$ cat src/rtl/fetch_unit.sv
// fetch_unit: two-phase REQ/ISSUE instruction fetch with ack timeout and halt.
// Optional FETCH_BNE_EN: op 110 takes the branch target when zero=0.
module fetch_unit #(
  parameter logic [31:0] RESET_PC    = 32'h0000_0000,
  parameter int          ACK_TIMEOUT = 15
) (
  input  logic        clk,
  input  logic        reset,
  output logic        imem_req,
  output logic [31:0] imem_addr,
  input  logic        imem_ack,
  input  logic [31:0] imem_rdata,
  output logic [31:0] instr,
  output logic [7:0]  op,
  output logic        instr_valid,
  input  logic        stall,
  input  logic        jump,
  input  logic        branch,
  input  logic        zero,
  output logic [31:0] pc,
  output logic        fault
);

  localparam int CW = $clog2(ACK_TIMEOUT + 1);

  typedef enum logic [1:0] {
    REQ,
    ISSUE,
    HALT
  } state_t;

  state_t        state;
  logic [CW-1:0] cnt;
  logic [31:0]   seq_pc;
  logic [31:0]   br_pc;
  logic [31:0]   jmp_pc;
  logic [31:0]   next_pc;
  logic          take_br;

  assign op     = {5'b0, instr[26:24]};
  assign seq_pc = pc + 32'd4;
  assign br_pc  = seq_pc + {{14{instr[15]}}, instr[15:0], 2'b00};
  assign jmp_pc = {pc[31:26], instr[23:0], 2'b00};

`ifdef FETCH_BNE_EN
  assign take_br = (branch && zero) ||
                   (instr[26:24] == 3'b110 && !zero);
`else
  assign take_br = branch && zero;
`endif

  always_comb begin
    next_pc = seq_pc;
    priority case (1'b1)
      jump:    next_pc = jmp_pc;
      take_br: next_pc = br_pc;
      default: next_pc = seq_pc;
    endcase
  end

  // imem_req is low in the first post-reset cycle; acks there are ignored
  always_ff @(posedge clk) begin
    if (reset) begin
      state       <= REQ;
      imem_req    <= 1'b0;
      imem_addr   <= RESET_PC;
      instr       <= 32'd0;
      pc          <= RESET_PC;
      instr_valid <= 1'b0;
      fault       <= 1'b0;
      cnt         <= '0;
    end else begin
      unique case (state)
        REQ: begin
          if (!imem_req) begin
            imem_req <= 1'b1;
          end else if (imem_ack) begin
            instr       <= imem_rdata;
            pc          <= imem_addr;
            imem_req    <= 1'b0;
            instr_valid <= 1'b1;
            cnt         <= '0;
            state       <= ISSUE;
          end else if (cnt == CW'(ACK_TIMEOUT - 1)) begin
            fault    <= 1'b1;
            imem_req <= 1'b0;
            state    <= HALT;
          end else begin
            cnt <= cnt + 1'b1;
          end
        end
        ISSUE: begin
          if (!stall) begin
            imem_addr   <= next_pc;
            imem_req    <= 1'b1;
            instr_valid <= 1'b0;
            state       <= REQ;
          end
        end
        HALT: begin
          imem_req    <= 1'b0;
          instr_valid <= 1'b0;
        end
        default: begin
          imem_req    <= 1'b0;
          instr_valid <= 1'b0;
          state       <= HALT;
        end
      endcase
    end
  end

endmodule

$ cat config.mk
export PLATFORM = sky130hd
export DESIGN_NAME = fetch_unit
export DESIGN_NICKNAME = d
export VERILOG_FILES = /design/src/rtl/fetch_unit.sv
export SDC_FILE = /design/constraint.sdc
export NUM_CORES = 1
export LEC_CHECK = 0
export ABC_AREA = 1
export BUFFER_PORTS_ARGS = -buffer_cell sky130_fd_sc_hd__buf_2
export CORE_UTILIZATION = 50
export CTS_CLUSTER_DIAMETER = 120
export CTS_CLUSTER_SIZE = 14
export DETAILED_ROUTE_END_ITERATION = 6
export PLACE_DENSITY = 0.73
export SYNTH_ARGS = -nofsm -noshare
export SYNTH_HDL_FRONTEND = slang
export SYNTH_SLANG_ARGS = --single-unit
$ cat constraint.sdc
create_clock -name clk -period 3.6 [get_ports clk]
set_input_delay 1.08 -clock clk [delete_from_list [all_inputs] [get_ports clk]]
set_output_delay 1.08 -clock clk [all_outputs]
set_load 0.01 [all_outputs]
==> flow_metrics.tcl <==
set metrics [dict create \
    rsz0062_at_grt "false" \
    total_leakage_power_nw 4.58 \
    fin_crit_sh_pct 86.7 \
    crit_slowest_cell "dfxtp_1" \
    syn_area_um2 7580 \
    syn_area_per_cell_um2 6.13 \
    crit_arrival_ns 3.35 \
    numCtsBuffers 9 \
    yosys-top-cells-area "dfxtp_1 28%, nand2_1 17%, nor2_1 9.4%, inv_1 6.9%, a21oi_1 6.5%" \
    cp_max_fo 5 \
    grt_pass1_wl_um 37600 \
    synth_top_area_share_pct 27.7 \
    synthXorXnorAreaFrac_pct 2.51 \
    async_reset_ff_share_pct 0 \
    p_int_w 0.00193 \
    clk_pin_slew_ns 0.07 \
    synth-seq-cells 105 \
    grt_max_degree 61 \
    status "completed" \
    synth_most_common_cell "nand2_1" \
    finalNetCount 1432 \
    worst-setup-path-type "flip-flop to flip-flop" \
    synth_top_cells_by_count "341 x nand2_1, 190 x nor2_1, 140 x inv_1, 105 x dfxtp_1, 99 x a21oi_1" \
    skew_ns 0.00809 \
    max_slew_margin_pct 42.8 \
    grt_usage_pct 30.2 \
    worst_ep_required_time_ns 3.83 \
    synthFlopType "dfxtp_1" \
    power_frac_comb_pct 21.8 \
    gp_congestion 0.932 \
    setup_viol 0 \
    yosysWarnings 0 \
    min_from "fault" \
    firstDrtPassIters 7 \
    die_x_um 125 \
    ant_nets 0 \
    vdd_drop_max_v 0.000318 \
    p_seq_share_pct 45.7 \
    crit_chain "nand2_1 -> nor2_2 -> nor3b_1 -> nand2_1 -> and2_1 -> ha_1 -> nand2_1 -> nor2_1 -> nand2_1 -> nor2_1 -> nand2_1 -> nand2_1 -> nand2_1 -> nand3_1 -> nand2_1 -> nand2_1 -> a21oi_2" \
    synth-edff-count 0 \
    cp-end-kind "flip-flop" \
    finalHoldViolations 0 \
    critPathMaxStageDelay_ns 0.51 \
    grt_pass1_vias 7417 \
    power_density_nw_per_um2 333 \
    synth_compound_area_share_pct 14.8 \
    synth_top_family_by_area "simple AND/OR/NAND/NOR gates" \
    layout-drive-gt1-share_pct 15.5 \
    swShare_pct 33.0 \
    use_met1_pct 42.5 \
    pwr-share-clk_pct 32.5 \
    worstReg2RegStart "pc[17]" \
    wl_per_cell_um 15.1 \
    grt_util_met3_pct 5.91 \
    cts_buffer_depth 2 \
    io-pin-count 146 \
    num_vias 8114 \
    synth_top_area_cell "dfxtp_1" \
    cts_tree "yes" \
    placementRows 44 \
    viasPerCell 5.26 \
    worstSkewPairLatency_ns 0.35 \
    fill_cells 1479 \
    synthMuxAreaShare_pct 0 \
    cts_setup_buffers 0 \
    antennaDiodeCount 0 \
    port_buffers 140 \
    grt_overflow 0 \
    antenna_found_initial 0 \
    synth.distinct_cells 47 \
    drt_wl_total_um 23300 \
    fmax_mhz 320 \
    cts_hold_buf 0 \
    die_area_um2 15700 \
    synthAdderAreaFrac_pct 6.70 \
    period_needed_ns 3.12 \
    die_h_um 125 \
    grt_use_met2_pct 46.0 \
    worst_path_most_repeated_cell "nand2_1" \
    finalMaxSlewViolations 0 \
    post-route-util_pct 58.9 \
    area_delta_synth_final_pct 13.8 \
    yosys.area_share.simple_pct 37.6 \
    drt_first_iter_violations 659 \
    worst_pin_slew_ns 0.856 \
    start_kind "flip-flop" \
    core_um2 14600 \
    dp_hpwl_um 18200 \
    initial_core_util_pct 51.8 \
    busiest_layer "met2" \
    clkSinkCount 105 \
    maxCapViolations 0 \
    hold_path_class "flip-flop to flip-flop" \
    crit_start "pc[17]" \
    clockRootBuffer "clkbuf_16" \
    fin_tns_setup_ns 0 \
    holdWs_ns 0.446 \
    synth-seq-area-share_pct 27.7 \
    h-tree-depth 3 \
    p_sw_w 0.000948 \
    drc_errors 0 \
    cts_resized 0 \
    syn_inst 1237 \
]
final timing paths:
path	end	slack, ns	cells after the start
setup / recovery	imem_addr[31]	0.48	17
hold / removal	fault	0.45	2
setup reg to reg	imem_addr[31]	0.48	17
hold reg to reg	fault	0.45	2
power by group through the flow:
| stage | clock network [W] | logic (W) | registers (W) |
|---|---|---|---|
| final | 0.000934 | 0.000627 | 0.00131 |
| after global routing | 0.000984 | 0.000702 | 0.00132 |
| after CTS | 0.000941 | 0.000622 | 0.00131 |
| after detailed placement | 0 | 0.000619 | 0.00134 |
| after global placement | 0 | 0.000614 | 0.00134 |
| after floorplan | 0 | 0.000392 | 0.00135 |
cell usage in the layout (no fill, tap or decap), types with 10 or more instances in the layout:
cell type	n
a21oi_1	99
buf_2	140
buf_4	10
dfxtp_1	105
ha_1	39
inv_1	138
nand2_1	341
nand3_1	72
nand4_1	10
nor2_1	189
o21ai_0	90
xor2_1	14
worst max-delay path: cells and delay by family (launching register included):
family                   cells  cell delay, ns
AO/OA/AOI/OAI                1            0.05
adder cells (fa/ha/maj)      1            0.34
flip-flops                   1            0.51
AND/OR/NAND/NOR             15            2.10
cells by family after synthesis:
| family | Yosys count |
|---|---|
| DFF | 105 |
| buffers and inverters | 194 |
| AOI/OAI and AO/OA | 212 |
| and+or+nand+nor | 665 |
| adders and majority gates | 40 |
| xor gates and xnor gates | 20 |
| other | 1 |
per-stage QoR:
stage               instances  worst slack, ns  area [um2]  power (W)
floorplan                1241            0.969        7600    0.00174
global placement         1526            0.501        8360    0.00195
detailed placement       1526            0.531        8360    0.00195
CTS                      1542            0.494        8630    0.00287
global route             1542            0.159        8630    0.00301
finish                   1542            0.479        8630    0.00287
per-layer routing:
| metal | part of all wire, % | routed length (um) |
|---|---|---|
| met5 | 0 | 0 |
| met4 | 2.2 | 514 |
| met3 | 7.7 | 1800 |
| met2 | 42 | 9870 |
| met1 | 48 | 11200 |
registers in the layout (all words and copies together) (netlist names):
name         count
cnt              4
imem_req         1
instr           32
fault            1
state            2
pc              32
instr_valid      1
imem_addr       32
layout make-up:
cell class / instances / area [um2] / share of cell area, %
clock inverter: 5 / 37.5 / 0.435
clock buffer: 11 / 233 / 2.70
timing repair buffer: 151 / 796 / 9.22
sequential: 105 / 2100 / 24.4
multi-input combinational: 942 / 4690 / 54.4
inverter: 144 / 541 / 6.26
tap: 184 / 230 / 2.67
No activity file was read; power rests on OpenSTA's default activity.
